File: src/rtl/sd_router_pkg.sv
// Shared types and helpers for the SD SPI router: route FSM states and
// lowest-present-slot selection.
package sd_router_pkg;

    typedef enum logic [1:0] {
        S_RUN,
        S_WAIT_IDLE,
        S_SETTLE
    } rt_state_e;

    localparam int unsigned MAX_IMG = 7;
    localparam int unsigned IDX_W   = 3;

    // Lowest set index among the first n bits of v, or n when none is set.
    function automatic logic [IDX_W-1:0] lowest_set(input logic [MAX_IMG-1:0] v,
                                                    input int unsigned n);
        logic [IDX_W-1:0] idx;
        logic             found;
        idx   = IDX_W'(n);
        found = 1'b0;
        for (int unsigned i = 0; i < MAX_IMG; i++) begin
            if (!found && (i < n) && v[i]) begin
                idx   = IDX_W'(i);
                found = 1'b1;
            end
        end
        return idx;
    endfunction

endpackage

File: src/rtl/sd_act_timer.sv
// Activity timer: any change on a or b restarts a saturating counter; act is
// high until the counter reaches TIMEOUT. clr forces the idle state.
module sd_act_timer #(
    parameter int unsigned TIMEOUT = 1000000
) (
    input  logic clock,
    input  logic reset,
    input  logic clr,
    input  logic a,
    input  logic b,
    output logic act
);

    localparam int unsigned CW  = $clog2(TIMEOUT + 1);
    localparam logic [CW-1:0] SAT = CW'(TIMEOUT);

    logic [CW-1:0] cnt_q, cnt_d;
    logic          a_q, a_d;
    logic          b_q, b_d;

    // Edge registers sample every cycle, so a clr also re-arms them.
    always_comb begin
        a_d   = a;
        b_d   = b;
        cnt_d = cnt_q;
        if (clr) begin
            cnt_d = SAT;
        end else if ((a != a_q) || (b != b_q)) begin
            cnt_d = '0;
        end else if (cnt_q != SAT) begin
            cnt_d = cnt_q + CW'(1);
        end
    end

    always_ff @(posedge clock or negedge reset) begin
        if (!reset) begin
            cnt_q <= SAT;
            a_q   <= 1'b0;
            b_q   <= 1'b0;
        end else begin
            cnt_q <= cnt_d;
            a_q   <= a_d;
            b_q   <= b_d;
        end
    end

    assign act = (cnt_q < SAT);

endmodule

File: src/rtl/sd_router.sv
// Routes the core SPI master to one of NIMG virtual SD images or the physical
// card, switching only after the bus has been idle for SETTLE cycles.
module sd_router
    import sd_router_pkg::*;
#(
    parameter int unsigned NIMG    = 2,
    parameter int unsigned TIMEOUT = 1000000,
    parameter int unsigned SETTLE  = 64,
    parameter int unsigned SW      = $clog2(NIMG + 1)
) (
    input  logic            clock,
    input  logic            reset,
    input  logic [NIMG-1:0] img_mounted,
    input  logic [NIMG-1:0] img_present,
    input  logic            sck,
    input  logic            ss,
    input  logic            mosi,
    output logic            miso,
    output logic [NIMG-1:0] vss,
    input  logic [NIMG-1:0] vmiso,
    output logic            phys_cs,
    output logic            phys_sck,
    output logic            phys_mosi,
    input  logic            phys_miso,
    output logic [SW-1:0]   sel,
    output logic            pending,
    output logic [NIMG-1:0] act_img,
    output logic            act_phys
);

    localparam int unsigned   CW       = (SETTLE > 1) ? $clog2(SETTLE) : 1;
    localparam logic [SW-1:0] PHYS     = SW'(NIMG);
    localparam logic [CW-1:0] CNT_LAST = CW'(SETTLE - 1);

    rt_state_e       state_q, state_d;
    logic [CW-1:0]   cnt_q, cnt_d;
    logic [SW-1:0]   sel_q, sel_d;
    logic [NIMG-1:0] present_q, present_d;
    logic [SW-1:0]   target_c;
    logic            commit_c;
    logic            is_phys_c;
    logic            act_c;

    always_comb begin
        present_d = present_q;
        for (int unsigned i = 0; i < NIMG; i++) begin
            if (img_mounted[i]) present_d[i] = img_present[i];
        end
    end

    assign target_c = SW'(lowest_set(MAX_IMG'(present_q), NIMG));

    // Route FSM: a change waits for ss high, then SETTLE idle cycles.
    always_comb begin
        state_d  = state_q;
        cnt_d    = cnt_q;
        sel_d    = sel_q;
        commit_c = 1'b0;
        case (state_q)
            S_RUN: begin
                if (target_c != sel_q) state_d = S_WAIT_IDLE;
            end
            S_WAIT_IDLE: begin
                if (target_c == sel_q) begin
                    state_d = S_RUN;
                end else if (ss) begin
                    state_d = S_SETTLE;
                    cnt_d   = '0;
                end
            end
            S_SETTLE: begin
                if (target_c == sel_q) begin
                    state_d = S_RUN;
                end else if (!ss) begin
                    state_d = S_WAIT_IDLE;
                end else if (cnt_q == CNT_LAST) begin
                    sel_d    = target_c;
                    state_d  = S_RUN;
                    commit_c = 1'b1;
                end else begin
                    cnt_d = cnt_q + CW'(1);
                end
            end
            default: state_d = S_RUN;
        endcase
    end

    always_ff @(posedge clock or negedge reset) begin
        if (!reset) begin
            state_q   <= S_RUN;
            cnt_q     <= '0;
            sel_q     <= PHYS;
            present_q <= '0;
        end else begin
            state_q   <= state_d;
            cnt_q     <= cnt_d;
            sel_q     <= sel_d;
            present_q <= present_d;
        end
    end

    assign is_phys_c = (sel_q == PHYS);
    assign sel       = sel_q;
    assign pending   = (state_q != S_RUN);
    assign phys_cs   = ss | ~is_phys_c;
    assign phys_sck  = sck & is_phys_c;
    assign phys_mosi = mosi & is_phys_c;
    assign act_phys  = act_c & is_phys_c;

    always_comb begin
        vss     = '1;
        act_img = '0;
        miso    = phys_miso;
        for (int unsigned i = 0; i < NIMG; i++) begin
            if (sel_q == SW'(i)) begin
                vss[i]     = ss;
                miso       = vmiso[i];
                act_img[i] = act_c;
            end
        end
    end

    sd_act_timer #(
        .TIMEOUT (TIMEOUT)
    ) u_act_timer (
        .clock (clock),
        .reset (reset),
        .clr   (commit_c),
        .a     (mosi),
        .b     (miso),
        .act   (act_c)
    );

endmodule

File: config.mk
export PLATFORM = sky130hd
export DESIGN_NAME = sd_router
export DESIGN_NICKNAME = d
export VERILOG_FILES = /design/src/rtl/sd_router_pkg.sv /design/src/rtl/sd_act_timer.sv /design/src/rtl/sd_router.sv
export SDC_FILE = /design/constraint.sdc
export NUM_CORES = 1
export LEC_CHECK = 0
export CORE_UTILIZATION = 45
export DETAILED_ROUTE_END_ITERATION = 16
export DONT_BUFFER_PORTS = 1
export SYNTH_ARGS = -nofsm -noshare
export SYNTH_HDL_FRONTEND = slang
export SYNTH_SLANG_ARGS = --single-unit
File: constraint.sdc
create_clock -name clock -period 2.01 [get_ports clock]
set_clock_uncertainty 0.15 [all_clocks]
set_input_delay 0.402 -clock clock [delete_from_list [all_inputs] [get_ports clock]]
set_output_delay 0.402 -clock clock [all_outputs]
set_load 0.005 [all_outputs]
==> impl_metrics.toml <==
[clock_network]
clock_tree.buffer_depth = 2
insertion_delay_ps = 290
cts_root_buffer = "sky130_fd_sc_hd__clkbuf_8"
cts.sink_count = 34
h_tree_depth = 2
clk_transition_reported_paths_ps = 70
cts_tree = "done"
cts_buf_count = 5

[synth]
synth_edf_count = 0
postSynth.asyncResetShare = 1.00
ys.warnings.count = 0
top_reg_cell_synth = "sky130_fd_sc_hd__dfrtp_1"
yosys.area.top_type_share = 0.308
synthDistinctLibCells = 53
synthesis.nets = 236
number_of_synthesized_register_bits = 34
synth.cells.most_frequent = "sky130_fd_sc_hd__dfrtp_1 (26), sky130_fd_sc_hd__nand3_1 (14), sky130_fd_sc_hd__o21ai_0 (14)"
synth_top_area_cell = "sky130_fd_sc_hd__dfrtp_1"
synthTopCellsByArea = "sky130_fd_sc_hd__dfrtp_1 (31%), sky130_fd_sc_hd__dfstp_2 (10%), sky130_fd_sc_hd__xnor2_1 (5.0%), sky130_fd_sc_hd__nor3_2 (4.7%), sky130_fd_sc_hd__nand3_1 (3.3%)"
post_synth_instance_area_um2 = 2110
synthesis.area_per_instance_um2 = 9.55
synth-seq-area-share = 0.408
synth_cells = 221
yosys.cell_count.top_type = "sky130_fd_sc_hd__dfrtp_1"

[setup_path]
cpLargestDelayFamily = "simple AND/OR/NAND/NOR gates"
path_buf_inv = 0
r2r-start = "u_act_timer.cnt_q[10]"
startpoint = "u_act_timer.cnt_q[10]"
timing.critical_path.to_type = "output pin"
crit_path_cell_trace = "or4_4 -> o21ai_2 -> a21oi_2 -> nor3b_2"
worst-endpoint-arrival_ps = 1670
worst_ep_required_time_ps = 1460
critPathKind = "flop to output pin"
timing.critical_path.from_type = "flop"
worst_path_largest_cell_delay_ps = 540
timing.critical_path.fanout_max = 3
critPathSlowestCell = "sky130_fd_sc_hd__or4_4"

[global_route]
grt_pass1_vias = 1873
grt_max_degree = 35
grt_first_pass_wirelength_um = 8720
grt_antenna_before_repair = 0
gr-usage-all-layers = 0.225
total_grt_overflow = 0

[cells_and_area]
fillers = 382
multi_input_area_um2 = 1190
nets = 261
area_growth_pct = 18.4
post_layout_nonfiller_instances = 299
n_antenna_cell = 0
layout.area.seq_um2 = 861
layout-drive-gt1-share = 0.308

[pwr]
power_density_nw_per_um2 = 628
power.switching_mw = 0.435
ir_worst_vdd_mv = 0.354
clock_power_share = 0.335
combinationalPowerShare = 0.177
sequentialPowerShare = 0.487
p_int_mw = 1.13
total_leakage_power_nw = 0.911
power.share.switching = 0.277

[place]
dp.final_hpwl_um = 3510
placedCellCount = 282
pre_cts_slack_ps = -75.4
place.port_buffers = 0
place_congestion = 0.817

[floorplanning]
coreArea_um2 = 4440
chipWidth_um = 70.5
floorplan.rows = 24
start_util = 0.475
floorplan.io_pins = 24
die_y_um = 70.5
design.die.area_um2 = 4970

[timing]
hold_viol_final = 0
period_needed_ps = 2220
report.final.setup_viol = 4
setup_total_negative_slack_ps = -546
relSlewSlack = 0.637
layout_setup_ws_ps = -207
maxClockFrequency_mhz = 451
report.final.slew_viol_count = 0
final_min_period_over_clock_period = 1.10
max_slew.worst_pin.slew_ps = 542
unrepaired_setup_endpoints_after_global_routing = "true"

[drt]
wl_per_cell_um = 17.1
route.antenna.remaining_nets = 0
route.final.wire_length_um = 5110
vias_after_detailed_routing = 1829
initialDrtViolationCount = 96
dr.pass1.iters = 10
via_density_per_instance = 6.12
drc_errors = 6

[outcome]
status = "finished, violations left"
violations_in_the_final_reports = "design-rule violations, negative setup slack"

[job]
cap_viol_max_count = 0

[min_path]
holdCritPathClass = "input port to flop"
hold_path_startpoint = "img_present[0]"
-- registers in the layout, indices dropped and copies added (netlist names) --
register,count
u_act_timer.cnt_q,20
sel,2
cnt_q,6
present_q,2
state_q,2
u_act_timer.b_q,1
u_act_timer.a_q,1
-- cells by family (layout without fill, tap and decap cells) --
logic type	Yosys count	count (layout)	share of synthesized area
compound gates	42	42	0.127
xor+xnor	15	15	0.0623
fa+ha+maj	3	3	0.0178
buf+inv	22	48	0.0557
flops	34	34	0.408
mux	6	6	0.0320
simple gates	99	99	0.297
-- worst register-to-register path: stages (launching register included) --
cell and delay (ps):
sky130_fd_sc_hd__dfrtp_1 380, sky130_fd_sc_hd__or4_4 550, sky130_fd_sc_hd__buf_4 160, sky130_fd_sc_hd__nor4bb_2 340
sky130_fd_sc_hd__nand3_1 120, sky130_fd_sc_hd__a211oi_1 240
-- power groups by stage --
stage               combinational (mW)  clock, mW  sequential (mW)
finish                           0.278      0.526            0.764
global route                     0.301      0.573            0.769
CTS                              0.253      0.538            0.762
detailed placement               0.229          0            0.774
global placement                 0.217          0            0.772
floorplan                        0.163          0            0.764
-- metrics by stage --
stage	instance area (um2)	power [mW]	util	hold slack [ps]
4_1_cts	2420	1.55	0.545	121
2_1_floorplan	2110	0.926	-	-43.6
3_5_place_dp	2260	1.00	0.510	-42.9
6_report	2500	1.57	0.562	130
5_1_grt	2500	1.64	0.562	120
3_3_place_gp	2260	0.989	0.510	-42.9
-- path summary, 6_finish.rpt --
path                                              end  slack [ps]  cells past startpoint
min in group asynchronous                    cnt_q[2]         400                      2
worst min-delay path                     present_q[0]         130                      1
max in group asynchronous                      sel[1]        1040                      2
worst max register to register   u_act_timer.cnt_q[1]         -20                      5
worst min register to register  u_act_timer.cnt_q[19]         390                      2
worst max-delay path                       act_img[1]        -210                      4
-- repair_timing --
item,in CTS,in global routing
gates resized for setup,7,9
pin swaps,4,3
hold endpoints to repair,35,0
setup buffers,1,5
hold buffers,3,0
endpoints found under the setup margin,6,22
-- placed cells by master, fill, tap and decap left out, drive strengths merged, types with 2 or more instances in the layout --
master and n:
xnor2 12, buf 27, mux2i 3, nor4 10, o211ai 2, nor3 17, ha 3, a21oi 7
o31ai 4, nor2 11, and2 3, dfrtp 26, and4 2, xor2 3, or3 2, clkbuf 8
nand4 7, mux2 3, nand2 13, a32oi 2, nand3 14, a22oi 4, or4 4, inv 11
a211oi 2, nor3b 2, o21ai 15, dfstp 8, nor2b 4, dlygate4sd3 2, a22o 2
-- area by class of cell --
cell class	instances	share of cell area
clock buffer	8	0.0361
sequential	34	0.345
timing repair buffer	29	0.0991
multi-input combinational	165	0.478
inverter	11	0.0165
tap	52	0.0260
-- per-layer routing --
| layer | vias to the layer above | GRT usage | routed length [um] |
|---|---|---|---|
| met3 | 7 | 0.0548 | 213 |
| li1 | 869 | - | - |
| met5 | - | 0 | 0 |
| met4 | 0 | 0.0748 | 53 |
| met2 | 51 | 0.406 | 2690 |
| met1 | 902 | 0.258 | 2150 |
Note: power is estimated with default switching activity, not from simulation.
